===== config.mk =====
export PLATFORM = sky130hd
export DESIGN_NAME = fifo_bus_arbiter_flat
export DESIGN_NICKNAME = d
export VERILOG_FILES = /design/src/rtl/dvs_ravens_pkg.sv /design/src/rtl/fifo_bus_arbiter_if.sv /design/src/rtl/fifo_bus_arbiter.sv /design/src/flat_wrapper.sv
export SDC_FILE = /design/constraint.sdc
export NUM_CORES = 1
export LEC_CHECK = 0
export CORE_AREA = 4 4 72 74
export DETAILED_ROUTE_END_ITERATION = 16
export DIE_AREA = 0 0 76 78
export SKIP_CTS_REPAIR_TIMING = 1
export SLEW_MARGIN = 20
export SYNTH_ARGS = -nofsm -noshare
export SYNTH_HDL_FRONTEND = slang
export SYNTH_SLANG_ARGS = --single-unit

===== constraint.sdc =====
create_clock -name clk -period 2.2 [get_ports clk]
set_clock_uncertainty 0.2 [all_clocks]
set_input_delay 0.33 -clock clk [delete_from_list [all_inputs] [get_ports clk]]
set_output_delay 0.33 -clock clk [all_outputs]
set_load 0.03 [all_outputs]

===== src/rtl/dvs_ravens_pkg.sv =====
// Shared constants for the event pipeline.
package dvs_ravens_pkg;

   localparam int unsigned EVENT_BITS = 8;

endpackage


===== src/rtl/fifo_bus_arbiter_if.sv =====
// Requester/FIFO side bus of the arbiter; slave = arbiter, master = requesters + FIFO.
interface fifo_bus_arbiter_if #(
   parameter int unsigned N_REQ = 2,
   parameter int unsigned EW    = dvs_ravens_pkg::EVENT_BITS
);

   logic [N_REQ-1:0]    fifo_req;
   logic [N_REQ*EW-1:0] fifo_bus_event;
   logic [N_REQ-1:0]    fifo_grant;
   logic                fifo_full;
   logic                fifo_wr_en;
   logic [EW-1:0]       fifo_wr_data;
   logic                busy;
   logic [15:0]         event_count;

   modport slave (
      input  fifo_req,
      input  fifo_bus_event,
      input  fifo_full,
      output fifo_grant,
      output fifo_wr_en,
      output fifo_wr_data,
      output busy,
      output event_count
   );

   modport master (
      output fifo_req,
      output fifo_bus_event,
      output fifo_full,
      input  fifo_grant,
      input  fifo_wr_en,
      input  fifo_wr_data,
      input  busy,
      input  event_count
   );

endinterface


===== src/rtl/fifo_bus_arbiter.sv =====
// Round-robin arbiter moving one event word per grant from N requesters into a FIFO.
module fifo_bus_arbiter #(
   parameter int unsigned N_REQ = 2,
   parameter int unsigned EW    = dvs_ravens_pkg::EVENT_BITS
) (
   input  logic              clk,
   input  logic              rst,
   fifo_bus_arbiter_if.slave bus
);

   localparam int unsigned IDX_W = (N_REQ > 2) ? $clog2(N_REQ) : 1;
   localparam int unsigned CNT_W = 16;
   localparam logic [CNT_W-1:0] CNT_MAX = '1;

   typedef enum logic [1:0] {
      ST_IDLE,
      ST_GRANT,
      ST_RELEASE
   } state_t;

   state_t           r_state;
   logic [IDX_W-1:0] r_rr_ptr;
   logic [N_REQ-1:0] r_grant;
   logic             r_wr_en;
   logic [EW-1:0]    r_wr_data;
   logic             r_busy;
   logic [CNT_W-1:0] r_event_count;

   logic             w_found;
   logic [IDX_W-1:0] w_winner;
   logic [IDX_W:0]   w_idx;
   logic [IDX_W:0]   w_ptr_sum;
   logic [IDX_W-1:0] w_next_ptr;
   logic [EW-1:0]    w_win_word;
   logic [N_REQ-1:0] w_win_onehot;
   logic             w_owner_req;

   // Scan downward so the requester closest above rr_ptr is the last (winning) hit.
   always_comb begin
      w_found  = 1'b0;
      w_winner = '0;
      w_idx    = '0;
      for (int k = N_REQ - 1; k >= 0; k--) begin
         w_idx = {1'b0, r_rr_ptr} + (IDX_W+1)'(k);
         if (w_idx >= (IDX_W+1)'(N_REQ)) begin
            w_idx = w_idx - (IDX_W+1)'(N_REQ);
         end
         if (bus.fifo_req[w_idx[IDX_W-1:0]]) begin
            w_found  = 1'b1;
            w_winner = w_idx[IDX_W-1:0];
         end
      end
   end

   always_comb begin
      w_win_word   = '0;
      w_win_onehot = N_REQ'(1) << w_winner;
      for (int i = 0; i < N_REQ; i++) begin
         if (w_winner == IDX_W'(i)) begin
            w_win_word = bus.fifo_bus_event[i*EW +: EW];
         end
      end
      w_ptr_sum  = {1'b0, w_winner} + (IDX_W+1)'(1);
      w_next_ptr = (w_ptr_sum == (IDX_W+1)'(N_REQ)) ? '0 : w_ptr_sum[IDX_W-1:0];
      // The held grant identifies the owner, so its request level is a simple mask.
      w_owner_req = |(bus.fifo_req & r_grant);
   end

   always_ff @(posedge clk) begin
      if (rst) begin
         r_state       <= ST_IDLE;
         r_rr_ptr      <= '0;
         r_grant       <= '0;
         r_wr_en       <= 1'b0;
         r_wr_data     <= '0;
         r_busy        <= 1'b0;
         r_event_count <= '0;
      end else begin
         r_wr_en <= 1'b0;
         case (r_state)
            ST_IDLE: begin
               if (!bus.fifo_full && w_found) begin
                  r_state   <= ST_GRANT;
                  r_grant   <= w_win_onehot;
                  r_wr_en   <= 1'b1;
                  r_wr_data <= w_win_word;
                  r_rr_ptr  <= w_next_ptr;
                  r_busy    <= 1'b1;
                  if (r_event_count != CNT_MAX) begin
                     r_event_count <= r_event_count + CNT_W'(1);
                  end
               end
            end
            ST_GRANT: begin
               if (!w_owner_req) begin
                  r_state <= ST_IDLE;
                  r_grant <= '0;
                  r_busy  <= 1'b0;
               end else begin
                  r_state <= ST_RELEASE;
               end
            end
            ST_RELEASE: begin
               if (!w_owner_req) begin
                  r_state <= ST_IDLE;
                  r_grant <= '0;
                  r_busy  <= 1'b0;
               end
            end
            default: begin
               r_state <= ST_IDLE;
               r_grant <= '0;
               r_busy  <= 1'b0;
            end
         endcase
      end
   end

   assign bus.fifo_grant   = r_grant;
   assign bus.fifo_wr_en   = r_wr_en;
   assign bus.fifo_wr_data = r_wr_data;
   assign bus.busy         = r_busy;
   assign bus.event_count  = r_event_count;

endmodule


===== src/flat_wrapper.sv =====
// flat-port wrapper written by rule: the top's interface ports become plain ports
module fifo_bus_arbiter_flat 
#(
   parameter int unsigned N_REQ = 2,
   parameter int unsigned EW    = dvs_ravens_pkg::EVENT_BITS
)
  (clk, rst, bus_fifo_req, bus_fifo_bus_event, bus_fifo_full, bus_fifo_grant, bus_fifo_wr_en, bus_fifo_wr_data, bus_busy, bus_event_count);
  fifo_bus_arbiter_if #(.N_REQ(N_REQ), .EW(EW)) bus_i ();
  input  logic clk;
  input  logic rst;
  input wire logic [$bits(bus_i.fifo_req)-1:0] bus_fifo_req;
  input wire logic [$bits(bus_i.fifo_bus_event)-1:0] bus_fifo_bus_event;
  input wire logic [$bits(bus_i.fifo_full)-1:0] bus_fifo_full;
  output wire logic [$bits(bus_i.fifo_grant)-1:0] bus_fifo_grant;
  output wire logic [$bits(bus_i.fifo_wr_en)-1:0] bus_fifo_wr_en;
  output wire logic [$bits(bus_i.fifo_wr_data)-1:0] bus_fifo_wr_data;
  output wire logic [$bits(bus_i.busy)-1:0] bus_busy;
  output wire logic [$bits(bus_i.event_count)-1:0] bus_event_count;
  assign bus_i.fifo_req = bus_fifo_req;
  assign bus_i.fifo_bus_event = bus_fifo_bus_event;
  assign bus_i.fifo_full = bus_fifo_full;
  assign bus_fifo_grant = bus_i.fifo_grant;
  assign bus_fifo_wr_en = bus_i.fifo_wr_en;
  assign bus_fifo_wr_data = bus_i.fifo_wr_data;
  assign bus_busy = bus_i.busy;
  assign bus_event_count = bus_i.event_count;
  fifo_bus_arbiter #(.N_REQ(N_REQ), .EW(EW)) u_core (.clk(clk), .rst(rst), .bus(bus_i));
endmodule

Word level (Yosys, flattened, before mapping)
Cells that the tools add are included.
{"block": "totals", "register_bits": 31, "wordCells": 58}
{"block": "op_classes", "bitwise_logic": 2, "n_lt_le_gt_ge": 4, "shifts": 1, "addsub": 5, "muxes": 22, "n_eq_ne": 7, "n_reduce_logical": 10}
{"operator": "$add 16x1->16 const B", "n": 1}
{"operator": "$ne 16x16->1 const B", "n": 1}
{"operator": "$mux 1", "n": 14}
{"operator": "$mux 2", "n": 4}
{"operator": "$mux 8", "n": 1}
{"operator": "$pmux 2 s3", "n": 1}
{"operator": "$reduce_and 2->1", "n": 3}
{"operator": "$reduce_or 2->1", "n": 3}
{"operator": "$add 1x1->2 const B", "n": 2}
{"operator": "$eq 2x2->1 const B", "n": 2}
{"operator": "$lt 1x2->1 const B", "n": 2}
{"operator": "$ne 2x2->1 const B", "n": 2}
{"operator": "$pmux 2 s2", "n": 1}
{"operator": "$reduce_and 3->1", "n": 1}
{"operator": "$and 2x2->2", "n": 1}
{"operator": "$eq 2x1->1 const B", "n": 1}
{"operator": "$ge 1x2->1 const B", "n": 1}
{"operator": "$ge 2x2->1 const B", "n": 1}
{"operator": "$logic_not 2->1", "n": 1}
{"operator": "$ne 2x1->1 const B", "n": 1}
{"operator": "$pmux 1 s2", "n": 1}
{"operator": "$shl 1x1->2 const A", "n": 1}
{"operator": "$sub 1x1->1 const B", "n": 2}
{"operator": "$logic_and 1x1->1", "n": 1}
{"operator": "other kinds (2)", "n": 2}

Longest topological paths before layout
Gate-level depths: netlist of the first run.
{"block": "depth", "word_depth": 10, "ltp_mapped": 7, "mapped_depth_nobuf": 5}

Worst setup path before layout of the first run
OpenSTA, ideal clock, no wires.
{"block": "synth_path", "path_kind": "register to register", "startpoint": "register u_core.r_event_count[0] (netlist: u_core.bus.event_count[0])", "endpoint": "register u_core.r_event_count[13] (netlist: u_core.bus.event_count[13])", "n_path_buf": 1, "arrival_time_ns": 1.828, "path_slack_ns": 0.052, "stages_incl_launch_ff": 7, "setup_ns": 0.121, "path_cell_list": "dfxtp_1 ha_1 and4_4 and4bb_4 buf_6 nor4_1 mux2_2"}
{"block": "synth_via", "elab_chain_cells": 2, "word_cells_on_any_way": 3, "classes_between": "add/sub: 1; eq/ne: 1; reduce/logical: 1"}
{"item": "start: declaration", "line_no": "fifo_bus_arbiter.sv:27", "source": "logic [CNT_W-1:0] r_event_count;"}
{"item": "start signal: assignment", "line_no": "fifo_bus_arbiter.sv:90", "source": "r_event_count <= r_event_count + CNT_W'(1);"}
{"item": "parallel branches: the longest is 2 deep, another holds $add 16x1->16"}
Several ways; the timed one is not identified.
A chain may end at the register's enable or synchronous reset.

Final worst setup path of the first run
{"block": "layout_path", "startpoint": "register u_core.r_event_count[1] (netlist: u_core.bus.event_count[1])", "endpoint": "register u_core.r_event_count[13] (netlist: u_core.bus.event_count[13])"}
Same word-level chain as after synthesis.

==> metrics.txt, run 1 <==
# TYPE chip_impl_metric gauge
chip_impl_info{name="min-delay-path-class",value="flip-flop to flip-flop"} 1
chip_impl_metric{name="power.ir.vdd_worst",unit="V"} 0.000310
chip_impl_metric{name="postRouteAntennaNets",unit=""} 0
chip_impl_metric{name="finalCritPeriodShare",unit="%"} 93.0
chip_impl_metric{name="max_slew_margin",unit="%"} 74.3
chip_impl_metric{name="highest_cell_delay_on_the_worst_timing_path",unit="ps"} 370
chip_impl_metric{name="post_drt_wl_per_cell",unit="um"} 12.6
chip_impl_metric{name="design.die.area",unit="sq um"} 5930
chip_impl_metric{name="cts.reportedPaths.clkPinSlew",unit="ps"} 60
chip_impl_metric{name="worstSetupPathDepth",unit=""} 5
chip_impl_metric{name="dr.first_iter.drc_count",unit=""} 79
chip_impl_info{name="crit_path_start_kind",value="flip-flop"} 1
chip_impl_metric{name="total_detailed_routing_wirelength",unit="um"} 3630
chip_impl_info{name="critical-path-top-delay-family",value="simple AND/OR/NAND/NOR gates"} 1
chip_impl_metric{name="clock_power_share",unit="%"} 31.9
chip_impl_metric{name="grt_first_pass_wirelength",unit="um"} 6030
chip_impl_metric{name="vias_per_cell",unit=""} 5.14
chip_impl_info{name="critPathCaptureType",value="flip-flop"} 1
chip_impl_metric{name="number_of_pins_with_negative_max_slew_slack_in_the_final_report",unit=""} 0
chip_impl_metric{name="synthToLayoutAreaGrowth",unit="%"} 44.6
chip_impl_metric{name="placementRows",unit=""} 25
chip_impl_info{name="crit_path_cell_trace",value="ha_1 -> and4_4 -> and4bb_4 -> nor4_1 -> mux2_2"} 1
chip_impl_metric{name="setup_violations_final",unit=""} 0
chip_impl_metric{name="cts_made_buffers",unit=""} 5
chip_impl_metric{name="total_of_max_cap_violations",unit=""} 0
chip_impl_metric{name="first_global_vias",unit=""} 1288
chip_impl_metric{name="max_clock_freq",unit="MHz"} 489
chip_impl_metric{name="first_pass_iters",unit=""} 4
chip_impl_metric{name="initial_antenna_violation_count",unit=""} 0
chip_impl_metric{name="die_x",unit="um"} 76
chip_impl_metric{name="power_dens_cells",unit="nW/um^2"} 555
chip_impl_metric{name="finalCoreUtilization",unit="%"} 48.8
chip_impl_metric{name="number_of_inserted_diodes",unit=""} 0
chip_impl_metric{name="cts_sinks",unit=""} 31
chip_impl_metric{name="intPower",unit="mW"} 0.921
chip_impl_info{name="worst_hold_path.endpoint",value="u_core.r_state[1]$_SDFFE_PP0P_"} 1
chip_impl_metric{name="synth-edff-count",unit=""} 0
chip_impl_metric{name="r2r_slack",unit="ps"} 150
chip_impl_metric{name="count_of_nets_after_finishing",unit=""} 260
chip_impl_metric{name="net_sw_power",unit="mW"} 0.326
chip_impl_info{name="ctsRootBufferMaster",value="clkbuf_8"} 1
chip_impl_metric{name="area.sequential",unit="sq um"} 621
chip_impl_metric{name="design.core.area",unit="sq um"} 4600
chip_impl_metric{name="multi_input_comb_area",unit="sq um"} 861
chip_impl_metric{name="fillerInstances",unit=""} 465
chip_impl_metric{name="total_leakage_power",unit="nW"} 0.812
chip_impl_metric{name="p_sw_share",unit="%"} 26.1
chip_impl_metric{name="cp_data_required_time",unit="ps"} 2160
chip_impl_metric{name="final.setup.tns",unit="ps"} 0
chip_impl_metric{name="cts-htree-levels",unit=""} 2
chip_impl_metric{name="drt_drc_violations_left",unit=""} 0
chip_impl_metric{name="path_max_fanout",unit=""} 23
chip_impl_metric{name="post_route_cells_drive_above_1_share",unit="%"} 12.4
chip_impl_metric{name="clkLatencyLatePin",unit="ps"} 270
chip_impl_metric{name="p_comb_share",unit="%"} 20.1
chip_impl_info{name="reg2reg_to",value="u_core.bus.event_count[13]$_SDFFE_PP0P_"} 1
chip_impl_info{name="worstHoldStart",value="u_core.r_state[1]$_SDFFE_PP0P_"} 1
chip_impl_metric{name="seq_power_share",unit="%"} 48.1
chip_impl_metric{name="hold_violations",unit=""} 0
chip_impl_metric{name="synth_async_sr_flop_share",unit="%"} 0
chip_impl_metric{name="proportion_of_synthesized_chip_area_in_sequential_cells",unit="%"} 40.0
chip_impl_metric{name="dr_wl_met2",unit="um"} 1630
chip_impl_info{name="cts_tree",value="built"} 1
chip_impl_metric{name="hpwl",unit="um"} 2740
chip_impl_metric{name="post-route-min-period",unit="ps"} 2050
chip_impl_metric{name="min_path_cells",unit=""} 2
chip_impl_info{name="timing_worst_setup_path_type",value="flip-flop to flip-flop"} 1
chip_impl_info{name="top_signal_layer_used",value="met4"} 1
chip_impl_info{name="rsz0062_at_grt",value="false"} 1
chip_impl_metric{name="port_buffers",unit=""} 48
chip_impl_metric{name="hold_ws",unit="ps"} 277
chip_impl_info{name="worst_r2r_startpoint",value="u_core.bus.event_count[1]$_SDFFE_PP0P_"} 1
chip_impl_metric{name="track_usage",unit="%"} 12.4
chip_impl_metric{name="finalWeightedCongestion",unit=""} 0.730
chip_impl_metric{name="warnings_from_yosys",unit=""} 0
chip_impl_info{name="critical-path-slowest-cell",value="mux2_2"} 1
chip_impl_metric{name="post_synth_num_cell_types",unit=""} 40
chip_impl_metric{name="place_inst",unit=""} 282
chip_impl_metric{name="finish.cell_count_without_fillers",unit=""} 288
chip_impl_metric{name="starting_density_of_the_core",unit="%"} 33.8
chip_impl_metric{name="grt-ovfl-total",unit=""} 0
chip_impl_metric{name="wl_met3",unit="um"} 350
chip_impl_metric{name="buffers_and_inverters_on_the_worst_path",unit=""} 0
chip_impl_metric{name="synth_net_count",unit=""} 201
chip_impl_metric{name="number_of_instances_in_the_synthesized_netlist",unit=""} 176
chip_impl_metric{name="wl_met1",unit="um"} 1630
chip_impl_metric{name="grt_start_max_net_pins",unit=""} 24
chip_impl_metric{name="detailroute.via_count",unit=""} 1480
chip_impl_metric{name="die-height",unit="um"} 78
chip_impl_metric{name="ctsLongestPathBuffers",unit=""} 2
chip_impl_metric{name="syn_avg_cell_area",unit="sq um"} 8.82
chip_impl_info{name="outcome",value="completed"} 1
chip_impl_metric{name="totalPowerFinal",unit="mW"} 1.25
chip_impl_metric{name="worst-endpoint-arrival",unit="ps"} 2010
chip_impl_metric{name="synthesized_flop_and_latch_total",unit=""} 31
chip_impl_metric{name="io_pins",unit=""} 49
chip_impl_info{name="synthFlopType",value="dfxtp_1"} 1
chip_impl_metric{name="worst-r2r-cell-count",unit=""} 5
chip_impl_metric{name="syn-cell-area",unit="sq um"} 1550
chip_impl_metric{name="worst-slew-pin-transition",unit="ps"} 385
-- cell usage in the layout (no fill, tap or decap), types with 2 or more instances in the layout --
master,instances
nor3_1,3
a22o_1,3
clkbuf_8,5
nor2_1,19
and4_1,2
nor4_1,3
or4_1,9
o31ai_1,9
nand3_1,4
or3_1,2
nand2_1,12
inv_1,5
o21ai_0,2
a21oi_1,14
buf_4,14
mux2i_1,8
and3_1,2
mux2_2,3
a22oi_1,2
dfxtp_1,31
nor2b_1,2
clkdlybuf4s50_1,48
nand4_1,3
ha_1,4
a211oi_1,8
-- synth_stat cells, types with 2 or more instances --
cell	instances	area (sq um)
nor3_1	3	15.0
o21ai_0	3	15.0
mux2_2	3	33.8
a21oi_1	14	70.1
clkbuf_1	6	22.5
inv_1	5	18.8
mux2i_1	8	80.1
and4_1	2	17.5
dfxtp_1	31	621
or4_1	9	67.6
or3_1	2	12.5
o31ai_1	9	67.6
nor2b_1	2	12.5
a22oi_1	2	15.0
nand2_1	12	45.0
nand3_1	4	20.0
a22o_1	3	26.3
buf_2	3	15.0
a211oi_1	8	60.1
nor4_1	3	18.8
nand4_1	3	18.8
ha_1	4	50.1
and3_1	2	12.5
nor2_1	19	71.3
-- layer usage --
metal  global-route usage (%)  vias up
li1                         -      777
met1                     14.9      666
met2                     18.6       35
met3                     7.08        2
met4                     3.74        0
met5                        0        -
-- flip-flops by register name, indices dropped and copies added, names as in the netlist --
name and count:
u_core.bus.event_count 16, u_core.bus.fifo_wr_data 8, u_core.bus.fifo_grant 2, u_core.r_state 2
u_core.bus.busy 1, u_core.bus.fifo_wr_en 1, u_core.r_rr_ptr 1
-- final cells by class --
class,instances,share of cell area (%)
multi-input combinational,129,38.3
sequential,31,27.6
timing repair buffer,63,27.0
clock buffer,6,3.23
tap,54,3.01
inverter,5,0.836
-- stage by stage --
stage	setup slack, ps	instance area [sq um]
finish	154	2250
global placement	-36.8	2170
global route	46.0	2250
CTS	144	2250
detailed placement	-72.2	2170
floorplan	51.6	1550
-- worst max path at each step --
stage,start,to
finish,u_core.bus.event_count[1]$_SDFFE_PP0P_,u_core.bus.event_count[13]$_SDFFE_PP0P_
detailed placement,bus_fifo_full,u_core.bus.event_count[15]$_SDFFE_PP0P_
global placement,bus_fifo_full,u_core.bus.event_count[13]$_SDFFE_PP0P_
global route,u_core.bus.event_count[1]$_SDFFE_PP0P_,u_core.bus.event_count[13]$_SDFFE_PP0P_
floorplan,u_core.bus.event_count[0]$_SDFFE_PP0P_,u_core.bus.event_count[13]$_SDFFE_PP0P_
CTS,u_core.bus.event_count[1]$_SDFFE_PP0P_,u_core.bus.event_count[15]$_SDFFE_PP0P_
-- power by group through the flow --
stage	clock, mW	sequential [mW]	combinational (mW)
6_report	0.397	0.599	0.250
5_1_grt	0.451	0.602	0.274
4_1_cts	0.419	0.599	0.254
3_5_place_dp	0	0.612	0.252
3_3_place_gp	0	0.611	0.253
2_1_floorplan	0	0.652	0.0905
-- worst min-delay path, stage by stage, from the launching register on --
cell	delay (ps)
dfxtp_1	320
nand2_1	60
a21oi_1	50
-- logic make-up after synthesis --
group                      synth area share, %
DFF                                       40.0
buffers and inverters                     4.59
and+or+nand+nor                           25.6
AOI/OAI and AO/OA                         19.3
muxes                                     7.33
adders and majority gates                 3.22
Power figures use the tool's default switching activity.
==> run 2, diff against run 1 <==
Settings changed: CAP_MARGIN from default to 10.
==> results of run 2 <==
Same layout as run 1: the final DEF is identical, and so are final timing and power.
